==> src/rtl/serial_addsub_pkg.sv <==
// Shared constants for the bit-serial adder/subtractor controller:
// FSM state encoding and the default operand width.
package serial_addsub_pkg;

   localparam int DEFAULT_WIDTH = 8;

   typedef enum logic [1:0] {
      S_IDLE = 2'd0,
      S_RUN  = 2'd1,
      S_DONE = 2'd2
   } state_t;

endpackage

==> src/rtl/serial_addsub_ctrl_fa_nand.sv <==
// Purely combinational 1-bit full adder built only from 2-input NAND gates.
// Instantiated once by serial_addsub_ctrl and time-shared across all bits.
module fa_nand (
   input  logic a,
   input  logic b,
   input  logic cin,
   output logic sout,
   output logic cout
);

   logic n1, n2, n3, x1, n4, n5, n6;

   // Classic 9-NAND full adder: first half-adder XOR, second XOR with cin.
   assign n1   = ~(a & b);
   assign n2   = ~(a & n1);
   assign n3   = ~(b & n1);
   assign x1   = ~(n2 & n3);
   assign n4   = ~(x1 & cin);
   assign n5   = ~(x1 & n4);
   assign n6   = ~(cin & n4);
   assign sout = ~(n5 & n6);
   assign cout = ~(n4 & n1);

endmodule

==> src/rtl/serial_addsub_ctrl.sv <==
// Bit-serial add/subtract controller driving a single fa_nand cell LSB-first.
// Optional signed-overflow output enabled by defining SERIAL_ADDSUB_OVF_EN.
module serial_addsub_ctrl
   import serial_addsub_pkg::*;
#(
   parameter int WIDTH = DEFAULT_WIDTH
) (
   input  logic             clk,
   input  logic             rst,
   input  logic             start,
   input  logic             sub,
   input  logic [WIDTH-1:0] a,
   input  logic [WIDTH-1:0] b,
   output logic             busy,
   output logic             done,
   output logic [WIDTH-1:0] result,
   output logic             cout
`ifdef SERIAL_ADDSUB_OVF_EN
   ,
   output logic             ovf
`endif
);

   localparam int CW = (WIDTH > 1) ? $clog2(WIDTH) : 1;
   localparam logic [CW-1:0] LAST_BIT = CW'(WIDTH - 1);

   state_t state_reg, state_next;

   logic [CW-1:0]    cnt_reg;
   logic [WIDTH-1:0] a_sr_reg, b_sr_reg, result_reg;
   logic             carry_reg, cout_reg;
   logic             load, step, last;
   logic             fa_sum, fa_co;

   fa_nand u_fa (
      .a    (a_sr_reg[0]),
      .b    (b_sr_reg[0]),
      .cin  (carry_reg),
      .sout (fa_sum),
      .cout (fa_co)
   );

   always_ff @(posedge clk or posedge rst) begin
      if (rst) state_reg <= S_IDLE;
      else     state_reg <= state_next;
   end

   always_comb begin
      state_next = state_reg;
      case (state_reg)
         S_IDLE:  if (start) state_next = S_RUN;
         S_RUN:   if (cnt_reg == LAST_BIT) state_next = S_DONE;
         S_DONE:  state_next = S_IDLE;
         default: state_next = S_IDLE;
      endcase
   end

   always_comb begin
      load = (state_reg == S_IDLE) && start;
      step = (state_reg == S_RUN);
      last = step && (cnt_reg == LAST_BIT);
      busy = (state_reg == S_RUN) || (state_reg == S_DONE);
      done = (state_reg == S_DONE);
   end

   // Subtract is a + ~b + 1: invert B at load and seed the carry with 1.
   always_ff @(posedge clk or posedge rst) begin
      if (rst) begin
         cnt_reg    <= '0;
         a_sr_reg   <= '0;
         b_sr_reg   <= '0;
         carry_reg  <= 1'b0;
         result_reg <= '0;
         cout_reg   <= 1'b0;
      end else if (load) begin
         cnt_reg    <= '0;
         a_sr_reg   <= a;
         b_sr_reg   <= sub ? ~b : b;
         carry_reg  <= sub;
         result_reg <= '0;
         cout_reg   <= 1'b0;
      end else if (step) begin
         cnt_reg    <= cnt_reg + CW'(1);
         a_sr_reg   <= a_sr_reg >> 1;
         b_sr_reg   <= b_sr_reg >> 1;
         carry_reg  <= fa_co;
         result_reg <= {fa_sum, result_reg[WIDTH-1:1]};
         if (last) cout_reg <= fa_co;
      end
   end

   assign result = result_reg;
   assign cout   = cout_reg;

`ifdef SERIAL_ADDSUB_OVF_EN
   logic carry_msb_reg;

   // Carry into the MSB is the carry flop just before the final RUN edge.
   always_ff @(posedge clk or posedge rst) begin
      if (rst)       carry_msb_reg <= 1'b0;
      else if (load) carry_msb_reg <= 1'b0;
      else if (last) carry_msb_reg <= carry_reg;
   end

   assign ovf = carry_msb_reg ^ cout_reg;
`endif

endmodule

==> config.mk <==
export PLATFORM = sky130hd
export DESIGN_NAME = serial_addsub_ctrl
export DESIGN_NICKNAME = d
export VERILOG_FILES = /design/src/rtl/serial_addsub_pkg.sv /design/src/rtl/serial_addsub_ctrl_fa_nand.sv /design/src/rtl/serial_addsub_ctrl.sv
export SDC_FILE = /design/constraint.sdc
export NUM_CORES = 1
export LEC_CHECK = 0
export BUFFER_PORTS_ARGS = -buffer_cell sky130_fd_sc_hd__buf_2
export CAP_MARGIN = 5
export CORE_MARGIN = 5
export CORE_UTILIZATION = 55
export DETAILED_ROUTE_END_ITERATION = 16
export GPL_TIMING_DRIVEN = 1
export PLACE_DENSITY = 0.79
export SLEW_MARGIN = 25
export SYNTH_ARGS = -nofsm -noshare
export SYNTH_HDL_FRONTEND = slang
export SYNTH_SLANG_ARGS = --single-unit
export TNS_END_PERCENT = 1
==> constraint.sdc <==
create_clock -name clk -period 1.6 [get_ports clk]
set_input_delay 0.16 -clock clk [delete_from_list [all_inputs] [get_ports clk]]
set_output_delay 0.16 -clock clk [all_outputs]
set_load 0.01 [all_outputs]
==> metrics <==
status=completed; Achievable Freq=0.6648 GHz; Post-synth ARST share=100.0%; Layout area overhead=13.45%; Syn Std Cell Area=1684 sq um; Core ar.=3003 sq um; Psw=0.001336 W; Static Leak=0.9857 nW; area of the multi-input gates=768.2 sq um; hold worst-path end=a_sr_reg[5]$_DFFE_PP0P_; Power Density=1836 nW/um^2; first-pass GRT wire length=5002 um; worst-path cell chain=inv_1, ha_1, buf_12, mux2i_1, o21ai_2; final setup fails=0; GRT Overall Usage=15.67%; total gr overflow=0; start-to-end type of the worst setup path=reg2reg; worst min-delay path category=in2reg; TritonCTS clock tree=done; die width=65.34 um; met3 wire length=194 um; clock share of power=14.7%; Antenna Nets Post-Route=0; DRT iter0 DRCs=38; DRT Pass-1 Iters=4; Period Utilization, post-route=94.01%; top sig layer=met4; Max IR drop VDD=0.8311 mV; WL met2=1484 um; switch share=38.09%; cell row count=20; Reg area=775.7 sq um; hold path cells=3; Reg-to-Reg Start=state_reg[1]$_DFFE_PP0P_; DR vias=1123; vias in the first global route=1193; Final Hold Vio Count=0; Crit path required time=1820 ps; Post-synth EDFFs=0; RSZ-0062 raised after global routing=no; Nets=208; via-per-instance ratio=5.223; IO Pins=31; WL/cell=13.67 um; detailed placer's ending HPWL=2169 um; CP Max Fanout=22; placed cells=206; critical path's slowest cell=dfrtp_1; commonest non-fill, non-tap cell in the layout=dfrtp_1; M1 WL=1207 um; Max Buffers Root-to-Sink=2; post-synthesis net count=174; CP startpoint kind=flip-flop; Fillers=255; Yosys cell types=24; GP Congestion=0.7724; Setup crit end kind=flip-flop; clk root buf=clkbuf_4; setup_tns=0 ps; layout cells sized above 1=37.36%; r2r endpoint=a_sr_reg[0]$_DFFE_PP0P_; Clock Latency Late Sink=330 ps; Cell Count, Final, Fillers Out=215; Hold Crit Start=a[5]; port bufs=30; htree depth=2; clk_skew=4.938 ps; largest net degree at the start of global routing=32; Slew @ Worst Pin=389.6 ps; synthesized instance count=147; MaxCap Viol Count=0; Pint=0.002172 W; top_reg_cell synth=dfrtp_1; reg2reg path depth=5; Clk pin slew, worst setup/hold paths=90 ps; Comb power frac=48.1%; Worst Path Arrival=1730 ps; Residual DRC=0; CTS Buf Count=5; register-to-register path setup slack=100 ps; Die ar.=4269 sq um; initial antenna violation count=0; mean post-synth cell area=11.46 sq um; max_slew headroom=74.02%; synthesized flop and latch total=31; commonest cells after routing, fill and taps aside=dfrtp_1, buf_2, mux2i_1, o21ai_2, nand2_1; Num Clock Sinks=31; Die Y=65.34 um; post-CTS resize count=0; Yosys warnings=0; Starting Density=56.08%; crit path launch=state_reg[1]$_DFFE_PP0P_; Reg power frac=37.2%; Slowest Stage Delay on Critical Path=390 ps; routed wire length=2940 um; post-synthesis sequential area ratio=46.06%; count of pins over their slew limit=0; min Tclk post-route=1504 ps; Ant. Diodes=0
cells in the mapped netlist, drive strengths merged, types with 2 or more instances:
cell type | n | area share [%]
o21ai | 18 | 8.7
xor2 | 7 | 3.6
nor2 | 11 | 2.5
inv | 7 | 1.6
nand2 | 21 | 5.7
xnor2 | 2 | 1.0
buf | 10 | 6.8
a21oi | 2 | 0.59
nand3b | 2 | 0.89
ha | 6 | 4.5
dfrtp | 31 | 46
mux2i | 23 | 14
area by class of cell:
class | instances | share of cell area (%)
Timing Repair Buffer | 37 | 12.05
Multi-Input combinational cell | 99 | 40.21
Sequential cell | 31 | 40.60
Clock buffer | 8 | 3.602
Inverter | 7 | 1.375
Tap cell | 33 | 2.161
repair_timing:
| action | CTS | global route |
|---|---|---|
| buffers inserted | 0 | 0 |
| setup endpoints to repair | 0 | 0 |
| hold buffers | 1 | 0 |
| hold endpoints to repair | 31 | 0 |
kinds of logic after synthesis:
group                      after synthesis  share of synthesized area [%]
and+or+nand+nor                         37                          10.48
DFF                                     31                          46.06
muxes                                   24                          14.34
AOI/OAI and AO/OA                       22                          10.48
buffers and inverters                   17                          8.321
xor gates and xnor gates                 9                          4.681
adders and majority gates                7                          5.646
worst max path at each step:
| stage | endpoint | slack (ps) |
|---|---|---|
| final | a_sr_reg[0]$_DFFE_PP0P_ | 100 |
| after global routing | a_sr_reg[0]$_DFFE_PP0P_ | 30 |
| after CTS | a_sr_reg[0]$_DFFE_PP0P_ | 80 |
| after detailed placement | a_sr_reg[0]$_DFFE_PP0P_ | 100 |
| after global placement | result[5]$_DFFE_PP0P_ | 230 |
| after floorplan | state_reg[0]$_DFFE_PP0P_ | 270 |
metrics by stage:
stage	total power [W]	util (%)	hold WS [ps]	worst slack [ps]	instance area, sq um
2_1_floorplan	0.002709	-	263.2	267.5	1684
3_5_place_dp	0.003025	61.00	258.7	97.24	1832
3_3_place_gp	0.002921	61.00	246.4	226.5	1832
4_1_cts	0.003564	63.63	10.99	83.28	1911
6_report	0.003508	63.63	22.08	95.81	1911
5_1_grt	0.003789	63.63	4.195	27.83	1911
critical path, delay by kind of cell (launching register included):
| kind | cells | cell delay (ps) |
|---|---|---|
| fa+ha+maj | 1 | 310 |
| compound gates | 1 | 80 |
| buf+inv | 2 | 340 |
| mux | 1 | 270 |
| flops | 1 | 390 |
power by group through the flow:
stage	clock network (W)	registers, W	logic (W)
2_1_floorplan	0	0.00130	0.00140
3_3_place_gp	0	0.00130	0.00162
3_5_place_dp	0	0.00132	0.00170
4_1_cts	0.000533	0.00131	0.00172
5_1_grt	0.000575	0.00136	0.00186
6_report	0.000516	0.00131	0.00169
metal layers:
| metal | track usage (%) | vias to the layer above |
|---|---|---|
| met5 | 0 | - |
| met4 | 6.218 | 0 |
| met3 | 5.983 | 5 |
| met2 | 27.43 | 24 |
| met1 | 16.94 | 537 |
| li1 | - | 557 |
No activity file was read; power rests on OpenSTA's default activity.
